`src/rtl/tisc_pkg.sv`:
```
// Shared definitions for the TISC multi-cycle controller: opcodes, ALU encodings, FSM states.
package tisc_pkg;

  localparam logic [3:0] OpAdd = 4'h0;
  localparam logic [3:0] OpSub = 4'h1;
  localparam logic [3:0] OpAnd = 4'h2;
  localparam logic [3:0] OpOr  = 4'h3;
  localparam logic [3:0] OpLd  = 4'h4;
  localparam logic [3:0] OpSt  = 4'h5;
  localparam logic [3:0] OpBeq = 4'h6;
  localparam logic [3:0] OpJmp = 4'h7;
  localparam logic [3:0] OpHlt = 4'hF;

  localparam logic [1:0] AluAdd = 2'b00;
  localparam logic [1:0] AluSub = 2'b01;
  localparam logic [1:0] AluAnd = 2'b10;
  localparam logic [1:0] AluOr  = 2'b11;

  typedef enum logic [2:0] {
    StIdle, StFetch, StDecode, StExec, StMem, StWb, StHalt
  } state_e;

  typedef enum logic [2:0] {
    ClsAlu, ClsLd, ClsSt, ClsBeq, ClsJmp, ClsNop, ClsHlt
  } op_class_e;

endpackage

```
`src/rtl/op_decode.sv`:
```
// Combinational opcode classifier for the multi-cycle controller.
module op_decode
  import tisc_pkg::*;
(
  input  logic [3:0] opcode,
  output op_class_e  op_class
);

  always_comb begin
    op_class = ClsNop;
    case (opcode)
      OpAdd, OpSub, OpAnd, OpOr: op_class = ClsAlu;
      OpLd:                      op_class = ClsLd;
      OpSt:                      op_class = ClsSt;
      OpBeq:                     op_class = ClsBeq;
      OpJmp:                     op_class = ClsJmp;
      OpHlt:                     op_class = ClsHlt;
      default:                   op_class = ClsNop;
    endcase
  end

endmodule

```
`src/rtl/multicycle_cu.sv`:
```
// Multi-cycle fetch/decode/exec/mem/wb sequencer sharing one memory port via req/ack.
module multicycle_cu
  import tisc_pkg::*;
#(
  parameter int unsigned CNT_W = 16
) (
  input  logic             clk,
  input  logic             rst_n,
  input  logic [3:0]       opcode,
  input  logic             zero,
  input  logic             mem_ack,
  output logic             mem_req,
  output logic             mem_op,
  output logic             mem_write_en,
  output logic             mem_to_reg,
  output logic             reg_write_en,
  output logic [1:0]       alu_sel,
  output logic             ir_load,
  output logic             pc_inc,
  output logic             pc_load,
  output logic             halted,
  output logic [CNT_W-1:0] retired
);

  state_e           state_q, state_d;
  logic [3:0]       op_q;
  logic [CNT_W-1:0] retired_q;
  logic             retire;
  logic [3:0]       decode_op;
  op_class_e        cls;

  // In DECODE the live opcode is classified; afterwards the latched copy is used.
  assign decode_op = (state_q == StDecode) ? opcode : op_q;

  op_decode u_op_decode (
    .opcode   (decode_op),
    .op_class (cls)
  );

  always_ff @(posedge clk or negedge rst_n) begin
    if (!rst_n) begin
      state_q   <= StIdle;
      op_q      <= 4'h0;
      retired_q <= '0;
    end else begin
      state_q <= state_d;
      if (state_q == StDecode) op_q <= opcode;
      if (retire) retired_q <= retired_q + CNT_W'(1);
    end
  end

  always_comb begin
    state_d      = state_q;
    retire       = 1'b0;
    mem_req      = 1'b0;
    mem_op       = 1'b0;
    mem_write_en = 1'b0;
    mem_to_reg   = 1'b0;
    reg_write_en = 1'b0;
    alu_sel      = AluAdd;
    ir_load      = 1'b0;
    pc_inc       = 1'b0;
    pc_load      = 1'b0;
    halted       = 1'b0;

    unique case (state_q)
      StIdle: state_d = StFetch;

      StFetch: begin
        mem_req = 1'b1;
        if (mem_ack) begin
          ir_load = 1'b1;
          pc_inc  = 1'b1;
          state_d = StDecode;
        end
      end

      StDecode: begin
        case (cls)
          ClsAlu, ClsBeq, ClsJmp: state_d = StExec;
          ClsLd, ClsSt:           state_d = StMem;
          ClsHlt: begin
            retire  = 1'b1;
            state_d = StHalt;
          end
          default: begin
            retire  = 1'b1;
            state_d = StFetch;
          end
        endcase
      end

      StExec: begin
        case (cls)
          ClsAlu: begin
            alu_sel = op_q[1:0];
            state_d = StWb;
          end
          ClsBeq: begin
            alu_sel = AluSub;
            pc_load = zero;
            retire  = 1'b1;
            state_d = StFetch;
          end
          default: begin
            pc_load = (cls == ClsJmp);
            retire  = 1'b1;
            state_d = StFetch;
          end
        endcase
      end

      StMem: begin
        mem_req      = 1'b1;
        mem_op       = 1'b1;
        mem_write_en = (cls == ClsSt);
        if (mem_ack) begin
          if (cls == ClsSt) begin
            retire  = 1'b1;
            state_d = StFetch;
          end else begin
            state_d = StWb;
          end
        end
      end

      StWb: begin
        reg_write_en = 1'b1;
        mem_to_reg   = (cls == ClsLd);
        alu_sel      = (cls == ClsAlu) ? op_q[1:0] : AluAdd;
        retire       = 1'b1;
        state_d      = StFetch;
      end

      StHalt: halted = 1'b1;

      default: state_d = StIdle;
    endcase
  end

  assign retired = retired_q;

endmodule

```
`config.mk`:
```
export PLATFORM = sky130hd
export DESIGN_NAME = multicycle_cu
export DESIGN_NICKNAME = d
export VERILOG_FILES = /design/src/rtl/tisc_pkg.sv /design/src/rtl/op_decode.sv /design/src/rtl/multicycle_cu.sv
export SDC_FILE = /design/constraint.sdc
export NUM_CORES = 1
export LEC_CHECK = 0
export ABC_AREA = 0
export CELL_PAD_IN_SITES_DETAIL_PLACEMENT = 0
export CELL_PAD_IN_SITES_GLOBAL_PLACEMENT = 2
export CORE_AREA = 5 5 74 76
export DETAILED_ROUTE_END_ITERATION = 12
export DIE_AREA = 0 0 79 81
export PLACE_DENSITY = 0.85
export RECOVER_POWER = 100
export SLEW_MARGIN = 40
export SYNTH_ARGS = -nofsm -noshare
export SYNTH_HDL_FRONTEND = slang
export SYNTH_SLANG_ARGS = --single-unit
export TNS_END_PERCENT = 20
```
`constraint.sdc`:
```
create_clock -name clk -period 2.54 [get_ports clk]
set_clock_uncertainty 0.1 [all_clocks]
set_input_delay 0.254 -clock clk [delete_from_list [all_inputs] [get_ports clk]]
set_output_delay 0.254 -clock clk [all_outputs]
set_load 0.005 [all_outputs]
```
==> flow_summary.toml, run 1 <==
[finish]
post_route_cells_drive_above_1_share_pct = 10.2
nets = 178
final.fill_count = 470
flow.area_growth_from_synthesis_pct = 30.9
multi_input_comb_area_um2 = 696
final_instance_count_without_filler_cells = 221
register_area_um2 = 576
num_antenna_cells = 0

[global_routing]
wire_length_of_the_first_global_routing_pass_um = 5520
initial_antenna_violation_count = 0
grt_start_max_net_pins = 24
grt_usage_pct = 10.9
global_route.overflow_total = 0
via_count_of_the_first_global_routing_pass = 1169

[power_and_ir_drop]
power.total_mw = 1.44
internal-power_uw = 903
static_power_due_to_leakage_nw = 0.775
p_clk_share_pct = 15.1
combPwrFrac_pct = 45.8
share_seq_of_total_power_pct = 39.0
vdd_drop_max_mv = 0.523
power.net_switching_uw = 541
power_switching_share_pct = 37.5
cellPowerDensity_mw_per_mm2 = 809

[timing]
final-hold-violation-count = 0
final.min_clock_period_ps = 2450
hold-worst-slack_ps = 382
timing.slew.headroom_pct = 18.5
finalSetupViolCount = 0
tightestPinTransition_ps = 1220
fmaxAchievable_mhz = 409
postLayoutSetupSlackWorst_ps = 92.7
final.period_utilization_pct = 96.3
finalSetupTns_ps = 0
setup_repair_after_global_routing_missed_its_margin = "no"
slew_viol_final = 0

[logic_synthesis]
netlist_instances = 130
synth.net_count = 140
synth.cell_area_mm2 = 0.00136
synth_async_sr_flop_share_pct = 100
synth-seq-cells = 23
yosysUniqueCellTypes = 39
synth.yosys.seq_area_share_pct = 42.2
synth-edff-count = 0
post-synth-top-area-fraction_pct = 42.2
most_common_cell_in_the_netlist = "dfrtp_1"
ys_top_cells_by_count = "23 x dfrtp_1, 15 x xnor2_1, 9 x nand4_1"
synthesis.yosys.warnings = 0
dominant_register_cell_in_the_synthesized_netlist = "dfrtp_1"
synth.avg_cell_area_um2 = 10.5
synthTopCellsByArea = "dfrtp_1 42%, xnor2_1 9.6%, mux2_2 4.1%"
synth_area_leader_cell = "dfrtp_1"

[setup_path]
critPathSlowestCell = "clkdlybuf4s50_1"
timing.critical_path.max_delay_family = "buffers and inverters"
worstPathArrival_ps = 2090
timing.critical_path.from_type = "register"
worst_path_largest_cell_delay_ps = 490
critical_path_start_end_classification = "reg2out"
timing.critical_path.to_type = "primary output"
critical_path.cell_chain = "buf_6 -> or2b_1 -> nor3_1 -> a22o_1 -> clkdlybuf4s50_1"
crit_fanout = 11
critPathBufInv = 2
critPathRequiredTime_ps = 2190

[clock_tree]
ctsHtreeMaxLevel = 1
clock_latency_ps = 260
cts_root_buffer = "clkbuf_8"
clock_sinks = 23
clk_pin_slew_ps = 80
cts_tree = "built"
cts-root-to-sink-buffers = 2
hold_buffer_count_at_cts = 0
cts_made_buffers = 3

[drt]
detailedRoute.firstIterationViolations = 89
antenna_violating_nets_post_route = 0
routed_wirelength_um = 3230
via_density_per_instance = 5.00
drt-wirelength-per-cell_um = 14.6
post-route-drc-count = 0
via_count = 1106
first_pass_iters = 4

[place]
hpwl_um = 2490
gpl.final_weighted_congestion = 0.844
place.port_buffers = 34
dpl_worst_slack_ps = 281
post-place-cells = 216

[floorplan]
floorplan.die.height_um = 81
core-area_mm2 = 0.00466
die-area_mm2 = 0.00640
ioPinCount = 35
floorplan.die.width_um = 79
floorplan.initialDensity_pct = 29.2
row_count = 25

[hold_path]
min_path_type = "reg2reg"

[job]
drv_cap = 0

[status]
status = "complete, no violations"
[layout by cell type (no fill, tap or decap), types with 5 or more instances in the layout]
cell,netlist,final
a21oi_1,5,5
dfrtp_1,23,23
nand2_1,7,7
nand4_1,9,10
dlygate4sd3_1,0,22
and3_1,7,7
nor2_1,7,7
clkdlybuf4s50_1,0,12
xnor2_1,15,15
inv_1,6,5
[through the flow]
step,area (um2),utilization [%]
floorplan,1360,-
global placement,1750,37.5
detailed placement,1750,37.5
CTS,1800,38.7
global route,1780,38.3
finish,1780,38.3
[logic make-up after synthesis]
family / after synthesis / synth area share (%)
compound gates: 19 / 10.4
buf+inv: 12 / 5.42
simple gates: 52 / 25.0
xor+xnor: 16 / 10.3
mux: 6 / 4.87
fa+ha+maj: 2 / 1.84
flops: 23 / 42.2
[sequential cells by signal, indices dropped and copies added, names as in the netlist]
signal,flops
op_q,4
retired,16
state_q,3
[area by class of cell]
cell class / instances / area share, %
clock buffer: 4 / 2.52
inverter: 6 / 1.47
tap: 54 / 3.79
sequential: 23 / 32.3
multi-input combinational: 95 / 39.0
timing repair buffer: 39 / 21.0
[timing repair]
item,CTS,global route
gates resized for setup,0,2
setup endpoints to repair,1,2
setup buffers,1,0
pin swaps,1,0
[path summary, 6_finish.rpt]
path / start / end / slack [ps] / cells after the start
setup / recovery: state_q[0] / alu_sel[0] / 90 / 5
hold / removal: retired[15] / retired[15] / 380 / 1
setup reg to reg: state_q[2] / retired[1] / 310 / 5
hold reg to reg: retired[15] / retired[15] / 380 / 1
max in group asynchronous: rst_n / retired[5] / 950 / 2
min in group asynchronous: rst_n / retired[14] / 670 / 2
[routing by layer]
metal  up-vias  share of wire [%]  GRT usage, %
met5         -                  0             0
met4         0                1.1          3.78
met3         2                3.5          2.66
met2        20                 53          18.9
met1       540                 43          13.2
li1        544                  -             -
[power groups by stage]
| stage | registers, mW | clock network (mW) | logic [mW] |
|---|---|---|---|
| 3_5_place_dp | 0.572 | 0 | 0.690 |
| 2_1_floorplan | 0.543 | 0 | 0.457 |
| 3_3_place_gp | 0.560 | 0 | 0.682 |
| 5_1_grt | 0.580 | 0.247 | 0.735 |
| 6_report | 0.564 | 0.218 | 0.662 |
| 4_1_cts | 0.565 | 0.230 | 0.699 |
No activity file was read; power rests on OpenSTA's default activity.
==> run 2, diff against run 1 <==
--- a/config.mk
+++ b/config.mk
@@ -8,9 +8,9 @@
 export ABC_AREA = 0
 export CELL_PAD_IN_SITES_DETAIL_PLACEMENT = 0
 export CELL_PAD_IN_SITES_GLOBAL_PLACEMENT = 2
-export CORE_AREA = 5 5 74 76
+export CORE_AREA = 5 5 68 82
 export DETAILED_ROUTE_END_ITERATION = 12
-export DIE_AREA = 0 0 79 81
+export DIE_AREA = 0 0 73 87
 export PLACE_DENSITY = 0.85
 export RECOVER_POWER = 100
 export SLEW_MARGIN = 40
==> run 2 against run 1 <==
First-iteration DRC count decreased by 5.6%; non-clock buffer count stayed put; core utilization fell by 0.65 points; wire length about the same; clock-buffer cell count down 1; total power up 0.12%; register-to-register slack improved by 130 ps; global-route usage is essentially flat; clock power increased by 5%; cell count up 2.7%; largest cell class unchanged; highest routed layer unchanged.
==> flow_summary.toml, run 2 (synthesis results as in run 1) <==
[status]
status = "complete, no violations"

[finish]
post_route_cells_drive_above_1_share_pct = 9.58
finalInstanceArea_mm2 = 0.00179
final_cell_mix = "23 x dlygate4sd3_1, 23 x dfrtp_1, 15 x xnor2_1"
largest_register_ffs = 16
register_area_um2 = 576
num_antenna_cells = 0
nets = 178
final.fill_count = 502
flow.area_growth_from_synthesis_pct = 31.6
multi_input_comb_area_um2 = 701

[drt]
routed_wirelength_um = 3230
via_count = 1127
first_pass_iters = 4
post-route-drc-count = 0
antenna_violating_nets_post_route = 0
via_density_per_instance = 4.96
detailedRoute.firstIterationViolations = 84
drt-wirelength-per-cell_um = 14.2

[setup_path]
critPathRequiredTime_ps = 2190
critical_path_start_end_classification = "reg2out"
timing.critical_path.from_type = "register"
worstPathArrival_ps = 2070
crit_fanout = 3
timing.critical_path.to_type = "primary output"
ff2ff_path_depth = 5

[clock_tree]
hold_buffer_count_at_cts = 0
cts_made_buffers = 3
ctsResizeCount = 0
clock_latency_ps = 260
clk_pin_slew_ps = 90
cts-root-to-sink-buffers = 2
ctsHtreeMaxLevel = 1
cts_root_buffer = "clkbuf_8"
cts_tree = "built"
postCtsSetupRepairBufs = 0
clock_sinks = 23

[global_routing]
via_count_of_the_first_global_routing_pass = 1173
grtUsageMet1_pct = 14.0
grt_most_used_layer = "met2"
global_route.overflow_total = 0
grt_util_met3_pct = 2.77
initial_antenna_violation_count = 0
use_met2_pct = 17.7
grt_start_max_net_pins = 24
wire_length_of_the_first_global_routing_pass_um = 5570
grt_usage_pct = 10.9

[job]
drv_cap = 0

[place]
hpwl_um = 2490
place.port_buffers = 34
placed_cell_area_mm2 = 0.00176
gpl.final_weighted_congestion = 0.858

[floorplan]
ioPinCount = 35
core-area_mm2 = 0.00476
floorplan.die.height_um = 87
floorplan.initialDensity_pct = 28.6
floorplan.die.width_um = 73
die-area_mm2 = 0.00635
row_count = 28

[timing]
final-hold-violation-count = 0
slew_viol_final = 0
final.period_utilization_pct = 95.4
finalSetupTns_ps = 0
finalSetupViolCount = 0
final.min_clock_period_ps = 2420
setup_repair_after_global_routing_missed_its_margin = "no"
tightestPinTransition_ps = 1250
timing.slew.headroom_pct = 16.7
fmaxAchievable_mhz = 413

[power_and_ir_drop]
power.net_switching_uw = 551
static_power_due_to_leakage_nw = 0.770
p_clk_share_pct = 15.8
share_seq_of_total_power_pct = 38.6
combPwrFrac_pct = 45.5
vdd_drop_max_mv = 0.325
power_switching_share_pct = 38.1
cellPowerDensity_mw_per_mm2 = 806
internal-power_uw = 895

[hold_path]
whs_path_depth = 1
min_path_type = "reg2reg"
[run 2: stage by stage]
stage	worst slack, ps	cells	power, mW	util, %	hold slack [ps]
6_report	117	227	1.45	37.6	371
5_1_grt	0.573	227	1.55	37.6	407
2_1_floorplan	694	130	0.999	-	-142
3_5_place_dp	385	223	1.27	37.0	376
3_3_place_gp	402	223	1.25	37.0	377
4_1_cts	90.7	227	1.50	38.1	244
[run 2: worst max-delay path: stages, from the launching register on]
cell and delay, ps:
dfrtp_1 420, nor3b_4 240, mux2_2 360, and3_1 170, a22o_1 170, clkdlybuf4s50_1 440
[run 2: final timing paths]
check                                  from     endpoint  slack, ps
worst max register to register   state_q[0]   retired[1]        440
max in group asynchronous             rst_n   retired[8]        920
worst min-delay path            retired[15]  retired[15]        370
worst max-delay path             state_q[0]   alu_sel[0]        120
min in group asynchronous             rst_n   retired[9]        670
worst min register to register  retired[15]  retired[15]        370
[run 2: power groups by stage]
stage                     Clock, mW  Combinational, mW  Sequential [mW]
final                         0.229              0.658            0.559
after global routing          0.252              0.727            0.575
after CTS                     0.241              0.700            0.561
after detailed placement          0              0.699            0.567
after global placement            0              0.687            0.559
after floorplan                   0              0.457            0.543
[run 2: metal layers]
| layer | wire length [um] | vias to the layer above |
|---|---|---|
| met3 | 199 | 6 |
| li1 | - | 540 |
| met4 | 41 | 0 |
| met5 | 0 | - |
| met2 | 1550 | 39 |
| met1 | 1440 | 542 |
[run 2: final cells by class]
type / instances / share of cell area (%)
repair buffers: 39 / 20.7
inverters: 6 / 1.26
multi-input cells: 95 / 39.1
well taps: 60 / 4.19
clock inverters: 1 / 0.419
clock buffers: 3 / 2.30
flip-flops and latches: 23 / 32.1
==> run 3, diff against run 2 <==
==> constraint.sdc (replaced) <==
create_clock -name clk -period 2.7 [get_ports clk]
set_clock_uncertainty 0.1 [all_clocks]
set_input_delay 0.27 -clock clk [delete_from_list [all_inputs] [get_ports clk]]
set_output_delay 0.27 -clock clk [all_outputs]
set_load 0.005 [all_outputs]
==> run 3 against run 2 <==
Via count is 0.71% lower; first-iteration DRC count is 46% lower; total power is 7.4% lower; non-clock buffer count is 1 lower; sequential power is 6.4% lower; critical path type unchanged; critical endpoint unchanged.
==> flow_summary.toml, run 3 (synthesis results as in run 1) <==
[clock_tree]
clock_sinks = 23
postCtsSetupRepairBufs = 0
ctsResizeCount = 0
clock_latency_ps = 260
hold_buffer_count_at_cts = 0
ctsHtreeMaxLevel = 1
cts_tree = "built"
cts_made_buffers = 3
clk_pin_slew_ps = 80
cts_root_buffer = "clkbuf_8"
cts-root-to-sink-buffers = 2

[setup_path]
critical_path.cell_chain = "nor3b_4 -> mux2_2 -> and3_1 -> a22o_1 -> clkdlybuf4s50_1"
cp_endpoint = "alu_sel[0]"
timing.critical_path.from_type = "register"
critPathSlowestCell = "clkdlybuf4s50_1"
worst_path_largest_cell_delay_ps = 440
crit_fanout = 6
ff2ff_path_depth = 5
timing.reg2reg.setup_slack_ps = 410
worstPathArrival_ps = 2210
worstReg2RegEnd = "retired[1]"
critPathRequiredTime_ps = 2330
crit_path_start = "state_q[0]"
timing.critical_path.to_type = "primary output"
critical_path_start_end_classification = "reg2out"
r2r-start = "state_q[0]"

[timing]
finalSetupTns_ps = 0
timing.slew.headroom_pct = 19.6
final.period_utilization_pct = 95.6
tightestPinTransition_ps = 1210
setup_repair_after_global_routing_missed_its_margin = "no"
fmaxAchievable_mhz = 387
postLayoutSetupSlackWorst_ps = 118
final-hold-violation-count = 0
slew_viol_final = 0
finalSetupViolCount = 0
final.min_clock_period_ps = 2580

[power_and_ir_drop]
share_seq_of_total_power_pct = 39.1
combPwrFrac_pct = 45.2
internal-power_uw = 838
p_clk_share_pct = 15.7
vdd_drop_max_mv = 0.233
static_power_due_to_leakage_nw = 0.790
power.net_switching_uw = 500
power_switching_share_pct = 37.4
cellPowerDensity_mw_per_mm2 = 747
power.total_mw = 1.34

[floorplan]
floorplan.initialDensity_pct = 28.6
ioPinCount = 35
die-area_mm2 = 0.00635
row_count = 28
core-area_mm2 = 0.00476
floorplan.die.width_um = 73
floorplan.die.height_um = 87

[finish]
final.fill_count = 498
post_route_cells_drive_above_1_share_pct = 10.8
most_common_cell_after_layout_fill_and_taps_aside = "dfrtp_1"
flow.area_growth_from_synthesis_pct = 31.4
multi_input_comb_area_um2 = 704
num_antenna_cells = 0
largest_register_ffs = 16
nets = 177
register_area_um2 = 576
final_cell_mix = "23 x dfrtp_1, 22 x dlygate4sd3_1, 15 x xnor2_1"

[drt]
via_density_per_instance = 4.95
first_pass_iters = 4
via_count = 1119
post-route-drc-count = 0
antenna_violating_nets_post_route = 0
drt-wirelength-per-cell_um = 14.3
detailedRoute.firstIterationViolations = 45
routed_wirelength_um = 3230

[global_routing]
grt_start_max_net_pins = 24
grt_usage_pct = 10.9
initial_antenna_violation_count = 0
via_count_of_the_first_global_routing_pass = 1109
global_route.overflow_total = 0
wire_length_of_the_first_global_routing_pass_um = 5420

[status]
status = "complete, no violations"

[place]
gpl.final_weighted_congestion = 0.809
dpl_worst_slack_ps = 404
hpwl_um = 2500
place.port_buffers = 34

[job]
drv_cap = 0

[hold_path]
min_path_type = "reg2reg"
[run 3: cell count changes in the layout (fill, tap and decap cells not counted)]
cell	delta
clkbuf_1	-1
nand4_1	-2
nand4_2	+2
clkdlybuf4s50_1	+1
clkinvlp_4	-1
a31oi_2	+1
clkinv_2	+1
a31oi_4	-1
dlygate4sd3_1	-1
[run 3: worst min path at each step]
stage	start	to	cells after the start
after global routing	retired[15]	retired[15]	1
final	retired[15]	retired[15]	1
after CTS	rst_n	retired[2]	2
after detailed placement	retired[9]	retired[9]	1
after floorplan	rst_n	op_q[0]	0
after global placement	retired[15]	retired[15]	1
[run 3: final cells by class]
| type | count | area share (%) |
|---|---|---|
| clock buffers | 3 | 2.31 |
| clock inverters | 1 | 0.280 |
| inverters | 6 | 1.26 |
| multi-input cells | 95 | 39.3 |
| flip-flops and latches | 23 | 32.1 |
| well taps | 60 | 4.19 |
| repair buffers | 38 | 20.5 |
[run 3: layer usage]
metal  vias up  GRT usage, %  share of wire [%]
li1        538             -                  -
met2        43          17.4                 47
met3         9          2.77                6.8
met1       529          13.6                 43
met4         0          5.20                2.8
met5         -             0                  0
[run 3: worst max-delay path, delay by kind of cell (launching register included)]
kind                   cells  cell delay [ps]
flip-flops                 1              420
AND/OR/NAND/NOR            2              540
AO/OA/AOI/OAI              1              180
buffers and inverters      1              440
multiplexers               1              390
[run 3: power groups by stage]
stage / clock (mW) / combinational, mW / sequential, mW
after floorplan: 0 / 0.430 / 0.511
after global placement: 0 / 0.641 / 0.525
after detailed placement: 0 / 0.647 / 0.532
after CTS: 0.219 / 0.649 / 0.524
after global routing: 0.236 / 0.672 / 0.541
final: 0.211 / 0.605 / 0.523
[run 3: stage by stage]
step,utilization [%],instance area (um2),std cells,hold WS [ps]
final,37.6,1790,226,383
after global routing,37.6,1790,226,414
after CTS,37.8,1800,226,271
after detailed placement,36.9,1760,222,382
after global placement,36.9,1760,222,370
after floorplan,-,1360,130,-126
